===== config.mk =====
export PLATFORM = sky130hd
export DESIGN_NAME = load_store_unit
export DESIGN_NICKNAME = d
export VERILOG_FILES = /design/src/rtl/load_store_unit_pkg.sv /design/src/rtl/load_store_unit_load_extender.sv /design/src/rtl/load_store_unit.sv
export SDC_FILE = /design/constraint.sdc
export NUM_CORES = 1
export LEC_CHECK = 0
export ABC_AREA = 1
export BUFFER_PORTS_ARGS = -buffer_cell sky130_fd_sc_hd__buf_2
export CAP_MARGIN = 20
export CORE_ASPECT_RATIO = 1.5
export CORE_MARGIN = 8
export CORE_UTILIZATION = 24
export DETAILED_ROUTE_END_ITERATION = 16
export GPL_ROUTABILITY_DRIVEN = 0
export GPL_TIMING_DRIVEN = 0
export PLACE_DENSITY_LB_ADDON = 0.3
export REMOVE_ABC_BUFFERS = 1
export SLEW_MARGIN = 10
export SYNTH_ARGS = -nofsm -noshare
export SYNTH_HDL_FRONTEND = slang
export SYNTH_HIERARCHICAL = 1
export SYNTH_SLANG_ARGS = --single-unit

===== constraint.sdc =====
create_clock -name clk -period 7.02 [get_ports clk]
set_clock_uncertainty 0.2 [all_clocks]
set_input_delay 0.351 -clock clk [delete_from_list [all_inputs] [get_ports clk]]
set_output_delay 0.351 -clock clk [all_outputs]
set_load 0.02 [all_outputs]

===== src/rtl/load_store_unit_pkg.sv =====
// HighLevelControl: shared control encodings for the pipelined RISC-V core.
// Holds the load/store truncation selector, the LSU state type and the
// default datapath width.
package HighLevelControl;

`ifdef BIT_COUNT_64
    localparam int DEFAULT_BIT_COUNT = 64;
`else
    localparam int DEFAULT_BIT_COUNT = 32;
`endif

    // Access size and signedness; values follow the RISC-V load funct3 field.
    typedef enum logic [2:0] {
        BYTE               = 3'd0,
        HALF_WORD          = 3'd1,
        WORD               = 3'd2,
        NO_TRUNC           = 3'd3,
        BYTE_UNSIGNED      = 3'd4,
        HALF_WORD_UNSIGNED = 3'd5,
        WORD_UNSIGNED      = 3'd6
    } truncSrc;

    typedef enum logic [1:0] {LSU_IDLE, LSU_BUSY, LSU_RESP} lsuState;

    // log2 of the access size in bytes; NO_TRUNC (and the unused code)
    // report a doubleword and are clamped to the datapath width by the caller.
    function automatic logic [1:0] access_log2(input logic [2:0] trunc);
        logic [1:0] result;
        case (trunc)
            BYTE, BYTE_UNSIGNED:           result = 2'd0;
            HALF_WORD, HALF_WORD_UNSIGNED: result = 2'd1;
            WORD, WORD_UNSIGNED:           result = 2'd2;
            default:                       result = 2'd3;
        endcase
        return result;
    endfunction

endpackage


===== src/rtl/load_store_unit_load_extender.sv =====
// load_extender: moves the addressed lane of a memory read word down to
// bit 0 and sign- or zero-extends it. Purely combinational so it can also
// sit on a cache bypass path.
module load_extender
    import HighLevelControl::*;
#(
    parameter int BIT_COUNT = DEFAULT_BIT_COUNT,
    parameter int OFFSET_W  = $clog2(BIT_COUNT / 8)
) (
    input  logic [BIT_COUNT-1:0] rdata,
    input  logic [OFFSET_W-1:0]  offset,
    input  logic [2:0]           trunc,
    output logic [BIT_COUNT-1:0] extended
);

    logic [BIT_COUNT-1:0] lane;

    // Shift the selected bytes to the bottom, then extend by access type.
    always_comb begin
        lane     = rdata >> {offset, 3'b000};
        extended = lane;
        case (trunc)
            BYTE:               extended = BIT_COUNT'($signed(lane[7:0]));
            HALF_WORD:          extended = BIT_COUNT'($signed(lane[15:0]));
            WORD:               extended = BIT_COUNT'($signed(lane[31:0]));
            BYTE_UNSIGNED:      extended = BIT_COUNT'(lane[7:0]);
            HALF_WORD_UNSIGNED: extended = BIT_COUNT'(lane[15:0]);
            WORD_UNSIGNED:      extended = BIT_COUNT'(lane[31:0]);
            default:            extended = lane;
        endcase
    end

endmodule


===== src/rtl/load_store_unit.sv =====
// load_store_unit: memory-stage load/store unit. Accepts one aligned access
// from the pipeline, runs a req/ready handshake with data memory, lane-shifts
// store data and strobes, extends load data, and stalls the pipeline until
// the access completes.
module load_store_unit
    import HighLevelControl::*;
#(
    parameter int BIT_COUNT = DEFAULT_BIT_COUNT
) (
    input  logic                   clk,
    input  logic                   reset,
    input  logic                   valid,
    input  logic                   isLoad,
    input  logic                   isStore,
    input  logic [BIT_COUNT-1:0]   addr,
    input  logic [BIT_COUNT-1:0]   storeData,
    input  logic [2:0]             trunc,
    output logic                   stall,
    output logic [BIT_COUNT-1:0]   loadResult,
    output logic                   resultValid,
    output logic                   misaligned,
    output logic                   memReq,
    output logic                   memWe,
    output logic [BIT_COUNT-1:0]   memAddr,
    output logic [BIT_COUNT-1:0]   memWdata,
    output logic [BIT_COUNT/8-1:0] memWstrb,
    input  logic                   memReady,
    input  logic [BIT_COUNT-1:0]   memRdata
);

    localparam int STRB_W   = BIT_COUNT / 8;
    localparam int OFFSET_W = $clog2(STRB_W);

    lsuState               state;
    lsuState               state_next;
    logic [OFFSET_W-1:0]   offset;
    logic [OFFSET_W-1:0]   offset_q;
    logic [2:0]            trunc_q;
    logic                  is_store_q;
    logic [1:0]            size_log2;
    logic [3:0]            size_bytes;
    logic [OFFSET_W-1:0]   align_mask;
    logic [STRB_W-1:0]     strb_base;
    logic                  access_req;
    logic                  accept;
    logic [BIT_COUNT-1:0]  extended;

    assign offset     = addr[OFFSET_W-1:0];
    assign access_req = valid & (isLoad | isStore);
    assign misaligned = access_req & (|(offset & align_mask));
    assign accept     = (state == LSU_IDLE) & access_req & ~misaligned;

    assign memReq      = (state == LSU_BUSY);
    assign memWe       = memReq & is_store_q;
    assign stall       = accept | (state == LSU_BUSY);
    assign resultValid = (state == LSU_RESP);

    // Decode access size into an alignment mask and an unshifted strobe run.
    always_comb begin
        size_log2 = access_log2(trunc);
        if (32'(size_log2) > OFFSET_W) begin
            size_log2 = 2'(OFFSET_W);
        end
        size_bytes = 4'd1 << size_log2;
        align_mask = OFFSET_W'(size_bytes - 4'd1);
        strb_base  = STRB_W'((9'd1 << size_bytes) - 9'd1);
    end

    // Next-state logic: IDLE -> BUSY on accept, BUSY -> RESP on ready, RESP -> IDLE.
    always_comb begin
        state_next = state;
        case (state)
            LSU_IDLE: if (accept)   state_next = LSU_BUSY;
            LSU_BUSY: if (memReady) state_next = LSU_RESP;
            LSU_RESP:               state_next = LSU_IDLE;
            default:                state_next = LSU_IDLE;
        endcase
    end

    // State register; an asynchronous reset abandons any access in flight.
    always_ff @(posedge clk or posedge reset) begin
        if (reset) begin
            state <= LSU_IDLE;
        end else begin
            state <= state_next;
        end
    end

    // Register the bus request fields at accept so they stay stable while BUSY.
    always_ff @(posedge clk or posedge reset) begin
        if (reset) begin
            memAddr    <= '0;
            memWdata   <= '0;
            memWstrb   <= '0;
            is_store_q <= 1'b0;
            trunc_q    <= 3'd0;
            offset_q   <= '0;
        end else if (accept) begin
            memAddr    <= {addr[BIT_COUNT-1:OFFSET_W], OFFSET_W'(0)};
            memWdata   <= storeData << {offset, 3'b000};
            memWstrb   <= strb_base << offset;
            is_store_q <= isStore;
            trunc_q    <= trunc;
            offset_q   <= offset;
        end
    end

    load_extender #(
        .BIT_COUNT (BIT_COUNT),
        .OFFSET_W  (OFFSET_W)
    ) u_load_extender (
        .rdata    (memRdata),
        .offset   (offset_q),
        .trunc    (trunc_q),
        .extended (extended)
    );

    // Capture the extended read data when memory completes; stores report 0.
    always_ff @(posedge clk or posedge reset) begin
        if (reset) begin
            loadResult <= '0;
        end else if ((state == LSU_BUSY) && memReady) begin
            loadResult <= is_store_q ? '0 : extended;
        end
    end

endmodule

* Word level (Yosys, flattened, before mapping)
Index checks and enable logic that the tools add are counted.
** Word-level totals
- Flip-flop bits (word level) :: 106
- Input port bits :: 105
- Output and inout bits :: 105
- Word-level logic and storage cells :: 53
** Cells by class
- Muxes and demuxes :: 7
- Bitwise gates (word level) :: 9
- Eq/ne operators :: 12
- Shifts and indexed selects :: 5
- Add/sub/neg operators :: 2
- Order comparisons :: 1
- Reductions and logical operators :: 9
** Operators by type and width (count)
- one-hot mux 32 bit (4 select lines) :: 1
- 2-to-1 mux 32 bit :: 1
- left shift 32 x 5 -> 32 bit :: 1
- >> shifter 32 x 5 -> 32 bit :: 1
- equality test 3 bit (second input constant) :: 5
- OR reduction 2 bit :: 4
- equality test 3 x 1 -> 1 bit (second input constant) :: 2
- zero test 3 bit :: 2
- 2-to-1 mux 2 bit :: 3
- one-hot mux 2 bit (3 select lines) :: 1
- bitwise AND 1 bit :: 5
- one-hot mux 2 bit (2 select lines) :: 1
- left shift 1 x 2 -> 4 bit (first input constant) :: 1
- left shift 1 x 4 -> 4 bit (first input constant) :: 1
- left shift 4 x 2 -> 4 bit :: 1
- subtractor 4 x 1 -> 4 bit (second input constant) :: 1
- equality test 3 x 2 -> 1 bit (second input constant) :: 1
- bitwise AND 2 bit :: 1
- equality test 2 x 1 -> 1 bit (second input constant) :: 1
- equality test 2 bit (second input constant) :: 1
- greater-than comparator 2 bit (second input constant) :: 1
- zero test 2 bit :: 1
- inequality test 2 x 1 -> 1 bit (second input constant) :: 1
- inequality test 2 bit (second input constant) :: 1
- other kinds (5) :: 6

* Logic depth before layout (Yosys ltp)
Gate-level depths: netlist of the first run.
- Depth after elaboration :: 14
- Mapped depth :: 9
- Gate-level depth less buffers :: 7

* Hierarchy
Netlist of the first run, hierarchy kept.
** By module, submodules not included
- load_store_unit :: area each 5539.1 µm², cells an instance 644, sequential area each 2652.5 µm², times used 1
- load_extender :: area each 920.9 µm², cells an instance 158, sequential area each 0.0 µm², times used 1

* Worst setup path after synthesis of the first run
OpenSTA, ideal clock, no wires.
- Path kind :: reg2out
- Start point :: reg state[0]
- End point :: out stall
- Path slack :: 5.171 ns
- Buffers on the path :: 2
- Arrival :: 1.298 ns
- Cell stages (with the launch flop) :: 7
- Required time :: 6.469 ns
- Path through :: dfrtp_1 or2_4 nor2_8 nand2_2 buf_6 buf_6 nand2_1
** Between the ends
- Cells in the longest elaborated chain, start to end :: 4
- Elaborated cells on any way between the ends :: 5
- Classes of those cells :: eq/ne: 1; bitwise: 3; reduce/logical: 1
** RTL lines
- start: declaration :: line load_store_unit.sv:34 : lsuState state;
- start signal: assignment :: line load_store_unit.sv:85 : state <= state_next;
- zero test 2 bit :: line load_store_unit.sv:51 : assign accept = (state == LSU_IDLE) & access_req & ~misaligned;
- bitwise AND 1 bit (2 in a row) :: line load_store_unit.sv:51
- OR 1 bit (*) :: line load_store_unit.sv:55 : assign stall = accept | (state == LSU_BUSY);
- end: declaration :: line load_store_unit.sv:18 : output logic stall,
Mark *: on every way between the ends. The rest lies on a longest branch, timed or not.

* Worst setup path after layout of the first run
- Start point :: in addr[0]
- End point :: out stall
** Between the ends
- Cells in the longest elaborated chain, start to end :: 6
** RTL lines
- start: declaration :: line load_store_unit.sv:15 : input logic [BIT_COUNT-1:0] addr,
- bitwise AND 2 bit :: line load_store_unit.sv:50 : assign misaligned = access_req & (|(offset & align_mask));
- OR reduction 2 bit :: line load_store_unit.sv:50
- bitwise AND 1 bit :: line load_store_unit.sv:50
- inverter 1 bit :: line load_store_unit.sv:51
- bitwise AND 1 bit :: line load_store_unit.sv:51
- OR 1 bit :: line load_store_unit.sv:55
Every way passes these cells.

==> impl_metrics.yaml, run 1 <==
run_status:
  run_status: "complete, no violations"
sta:
  relSlewSlack: 0.287
  worst_slew_pin_slew_ps: 1070
  holdWs_ps: 23.7
  slew_viol_final: 0
  clock.fmax_mhz: 275
  min_period_ps: 3630
  rsz0062_at_grt: "false"
  hold_viol_final: 0
  setup_violations: 0
  fin_crit_sh: 0.517
  tns_ps: 0
synth:
  synth-seq-area-share: 0.411
  yosys-top-cells-area: "dfrtp_1 (41%), nand2_1 (12%), nand3_1 (11%)"
  ys_ff_latch: 106
  yosysMostFrequentCell: "nand2_1"
  synth_area_sq_um: 6460
  yosysWarningCount: 6
  synthArstFlopShare: 1.00
  synth_edf_count: 0
  yosysTopAreaCell: "dfrtp_1"
  yosys.area.top_type_share: 0.411
  synth_cell_types: 32
  syn_avg_cell_area_sq_um: 8.05
  syn-instance-count: 802
  ys.flop_type: "dfrtp_1"
  netlist_top_cells_count: "nand2_1 (213), nand3_1 (140), dfrtp_1 (106)"
die:
  fp.dieH_um: 217
  num_io_pins: 210
  fp.coreArea_sq_um: 26500
  die_area_sq_um: 32500
  row_count: 73
  fp.dieW_um: 150
  start_util: 0.244
place:
  io_buffers: 207
  post-dp-hpwl_mm: 14.8
  post_dp_cell_area_sq_um: 7690
  dp.cells: 1295
worst_setup_path:
  crit_type: "input pin to output pin"
  path_max_fanout: 34
  cp-end-kind: "output pin"
  cp.required_ps: 6470
  crit_arrival_ps: 3080
  start_kind: "input pin"
power:
  irDropWorstVdd_mv: 0.137
  clock_power_share: 0.181
  p_total_mw: 2.82
  p_leak_nw: 4.54
  seqPwrFrac: 0.360
  pwr-share-comb: 0.459
  power.internal_mw: 1.53
  p_sw_frac: 0.459
  power_per_cell_area_nw_per_um2: 349
  p_switching_mw: 1.29
global_routing:
  grt_pass1_vias: 5918
  grt_max_degree: 55
  grt_antenna_before_repair: 2
  grt_pass1_wl_mm: 33.0
  grtUsageTotal: 0.128
  grt-ovfl-total: 0
run:
  maxCapViolations: 0
cells_and_area:
  drive_above_1_share: 0.374
  n_antenna_cell: 0
  syn2layout_area_growth_pct: 25.0
  design_area_sq_um: 8080
  nets: 1083
  fin_cells: 1320
hold_path:
  hp-class: "input pin to register"
clock_network:
  cts_buffers: 9
  clk_root_buffer_cell: "clkbuf_16"
  clock_path_buffers: 2
  cts_setup_buffers: 0
  insertion_delay_ps: 360
  cts_tree: "built"
  htree_levels: 3
  numClockSinks: 106
  cts_resized: 0
  cts.clk_slew.worst_paths_ps: 70
routing:
  postRouteAntennaNets: 0
  wl_per_cell_um: 15.9
  num_vias: 5915
  post_drt_via_cell_ratio: 4.48
  drt_iter0_markers: 238
  firstDrtPassIters: 5
  finalWirelength_mm: 20.9
  drcViolationCount: 0
-- critical path, stage by stage --
cell     delay [ps]
buf_2           440
inv_1           540
nand2_1         280
nand3_4         390
buf_12          340
nand2_8         400
nand2_1          90
buf_2           180
-- placed cells by master (no fill, tap or decap), types with 3 or more instances in the layout --
cell type,count
a21oi_1,7
buf_2,207
dlygate4sd3_1,8
o21ai_0,39
o211ai_1,14
dfrtp_1,105
nand2_2,55
clkbuf_16,9
nor2_1,27
nand3_1,140
nand2_1,213
inv_1,50
nand2_4,51
nand3_2,17
inv_6,3
a22oi_1,7
buf_16,5
-- sequential cells by signal, summed over array words and instances (netlist names) --
name,cells
memWdata,32
memAddr,30
offset_q,2
loadResult,32
is_store_q,1
trunc_q,3
memWstrb,4
state,2
-- kinds of logic after synthesis --
| family | count (synthesis) | synth area share |
|---|---|---|
| simple gates | 513 | 0.431 |
| buf+inv | 113 | 0.0953 |
| flops | 106 | 0.411 |
| compound gates | 69 | 0.0622 |
| other cells | 1 | 0.000581 |
-- what timing repair did --
action                                 4_1_cts  5_1_grt
endpoints found under the hold margin       59        0
hold buffers                                 8        0
setup endpoints to repair                    0        0
-- power by group through the flow --
stage / clock network (mW) / logic, mW / registers (mW)
finish: 0.512 / 1.29 / 1.02
floorplan: 0 / 0.594 / 1.26
CTS: 0.537 / 1.31 / 1.02
global route: 0.556 / 1.42 / 1.05
global placement: 0 / 1.29 / 1.03
detailed placement: 0 / 1.31 / 1.03
-- path summary, 6_finish.rpt --
check	from	cells after the start	to	slack, ps
setup / recovery	addr[0]	8	stall	3390
hold / removal	addr[29]	3	memAddr[29]	20
setup reg to reg	offset_q[1]	6	loadResult[16]	4480
hold reg to reg	memAddr[26]	2	memAddr[26]	270
max in group asynchronous	reset	4	offset_q[0]	5550
min in group asynchronous	reset	3	memWdata[9]	400
-- through the flow --
stage | utilization | worst slack (ps)
floorplan | - | 2440
global placement | 0.284 | 149
detailed placement | 0.290 | 3280
CTS | 0.304 | 3280
global route | 0.305 | 3100
finish | 0.305 | 3390
-- routing by layer --
metal,global-route usage,share of wire,routed length (um),up-vias
met3,0.0390,0.082,1730,19
met2,0.213,0.48,10000,208
li1,-,-,-,2921
met4,0.0354,0.013,274,4
met5,0,0.0011,23,-
met1,0.157,0.43,8910,2763
-- cell type report --
type	instances	area, sq um
clock buffer	9	225
fill	2939	18400
clock inverter	7	52.6
tap	337	422
inverter	56	225
multi-input combinational	584	3220
sequential	106	2650
timing repair buffer	221	1270
(Power assumes the default switching activity.)
==> inputs of run 2 (changes only) <==
Clock period 7.02 ns to 3.02 ns, I/O delays scaled along.
==> run 2 against run 1 <==
Net effect: clock-buffer cell count stayed put; core utilization is 1.8 points higher; final area is 5.9% higher; via count is 2.8% higher; non-clock buffer count is 46 higher; sequential cell count stayed put; final cell count is 3.6% higher; setup slack worse by 3000 ps; largest cell class unchanged; total power is 130% higher; combinational power is 140% higher; sequential power is 130% higher; register-to-register slack worse by 4000 ps.
==> impl_metrics.yaml, run 2 (same netlist as run 1, synthesis figures left out) <==
clock_network:
  htree_levels: 3
  clk_root_buffer_cell: "clkbuf_16"
  numClockSinks: 106
  cts_buffers: 9
  insertion_delay_ps: 360
  cts_tree: "built"
  cts.clk_slew.worst_paths_ps: 80
  clock_path_buffers: 2
die:
  fp.dieW_um: 150
  fp.coreArea_sq_um: 26500
  row_count: 73
  num_io_pins: 210
  die_area_sq_um: 32500
  fp.dieH_um: 217
  start_util: 0.244
sta:
  relSlewSlack: 0.312
  setup_violations: 0
  min_period_ps: 2610
  worst_slew_pin_slew_ps: 1030
  fin_crit_sh: 0.866
  clock.fmax_mhz: 382
  tns_ps: 0
  hold_viol_final: 0
  slew_viol_final: 0
  rsz0062_at_grt: "false"
power:
  power_per_cell_area_nw_per_um2: 773
  p_leak_nw: 4.73
  p_switching_mw: 3.02
  irDropWorstVdd_mv: 0.317
  power.internal_mw: 3.59
  clock_power_share: 0.179
  seqPwrFrac: 0.357
  pwr-share-comb: 0.464
  p_sw_frac: 0.457
  p_total_mw: 6.61
worst_setup_path:
  cp-end-kind: "output pin"
  path_cells: "dlygate4sd3_1, buf_2, nand2_1, nand2_1, nand3_4, buf_12, nand2_8, nand2_1, buf_2"
  cp.required_ps: 2670
  start_kind: "input pin"
  critPathMaxStageDelay_ps: 540
  worst_r2r_path_depth: 6
  cp_slowest_cell: "dlygate4sd3_1"
  crit_type: "input pin to output pin"
  cp_common_cell: "nand2_1"
  path_max_fanout: 35
  crit_arrival_ps: 2260
routing:
  wl_met2_mm: 10.5
  wl_met3_mm: 1.58
  postRouteAntennaNets: 0
  drt_iter0_markers: 230
  finalWirelength_mm: 21.6
  num_vias: 6079
  post_drt_via_cell_ratio: 4.44
  wl_per_cell_um: 15.8
  firstDrtPassIters: 5
  drcViolationCount: 0
  top_layer_used: "met4"
  wl_met1_mm: 9.09
global_routing:
  grt_pass1_wl_mm: 33.8
  grt_max_degree: 55
  grt-ovfl-total: 0
  grt_antenna_before_repair: 0
  grtUsageTotal: 0.131
  grt_pass1_vias: 6235
cells_and_area:
  final_cell_mix: "nand2_1 (213), buf_2 (206), nand3_1 (140)"
  reg.largest.list: "loadResult x32, memWdata x32, memAddr x30"
  syn2layout_area_growth_pct: 32.5
  drive_above_1_share: 0.361
  finish.utilization: 0.323
  final_common_cell: "nand2_1"
  nets: 1131
  n_antenna_cell: 0
  fin_cells: 1368
place:
  post-dp-hpwl_mm: 14.8
  io_buffers: 207
  dp.cells: 1295
run_status:
  run_status: "complete, no violations"
hold_path:
  hold_depth: 7
  hp-class: "input pin to register"
run:
  maxCapViolations: 0
run 2: changes by cell type in the layout (fill, tap and decap cells not counted), sizes merged:
cell	previous run	this run
clkinvlp	1	3
inv	57	56
clkbuf	9	10
dlygate4sd3	8	53
nand2	320	321
run 2: per-layer routing:
| metal | global-route usage | vias up |
|---|---|---|
| met5 | 0 | - |
| met4 | 0.0415 | 0 |
| met3 | 0.0359 | 22 |
| met2 | 0.221 | 195 |
| met1 | 0.158 | 2844 |
| li1 | - | 3018 |
run 2: repair_timing:
action,4_1_cts,5_1_grt
setup endpoints to repair,44,1
cloned,1,1
hold buffers,53,0
pin swaps,0,1
hold endpoints to repair,113,0
setup buffers,1,0
resized for setup,1,1
run 2: through the flow:
stage	hold slack [ps]	setup WS (ps)	cell area, sq um
after CTS	4.84	65.1	8520
after global routing	42.3	173	8560
after floorplan	45.7	-1160	6070
after global placement	146	-3450	7530
after detailed placement	55.6	-517	7690
final	21.9	405	8560
run 2: cell type report:
type	count	area (sq um)
fillers	2895	17900
repair inverters	1	5.00
clock inverters	7	52.6
clock buffers	9	225
multi-input cells	585	3240
flip-flops and latches	106	2650
inverters	56	229
well taps	337	422
repair buffers	267	1730
run 2: final timing paths:
check                              start             end  slack [ps]
max in group asynchronous          reset     memAddr[29]        1760
hold / removal             storeData[27]    memWdata[27]          20
setup / recovery                trunc[0]           stall         410
setup reg to reg             offset_q[1]  loadResult[16]         480
min in group asynchronous          reset     memAddr[11]         200
hold reg to reg              memAddr[26]     memAddr[26]         270
run 2: power by group through the flow:
stage	clock (mW)	combinational, mW	sequential (mW)
after global placement	0	2.99	2.38
after detailed placement	0	3.04	2.39
after global routing	1.29	3.36	2.44
after CTS	1.25	3.10	2.37
final	1.18	3.07	2.36
after floorplan	0	1.38	2.94
run 2: worst max-delay path, delay by kind of cell:
kind,cells,cell delay (ps)
buffers and inverters,4,1190
and+or+nand+nor,5,890
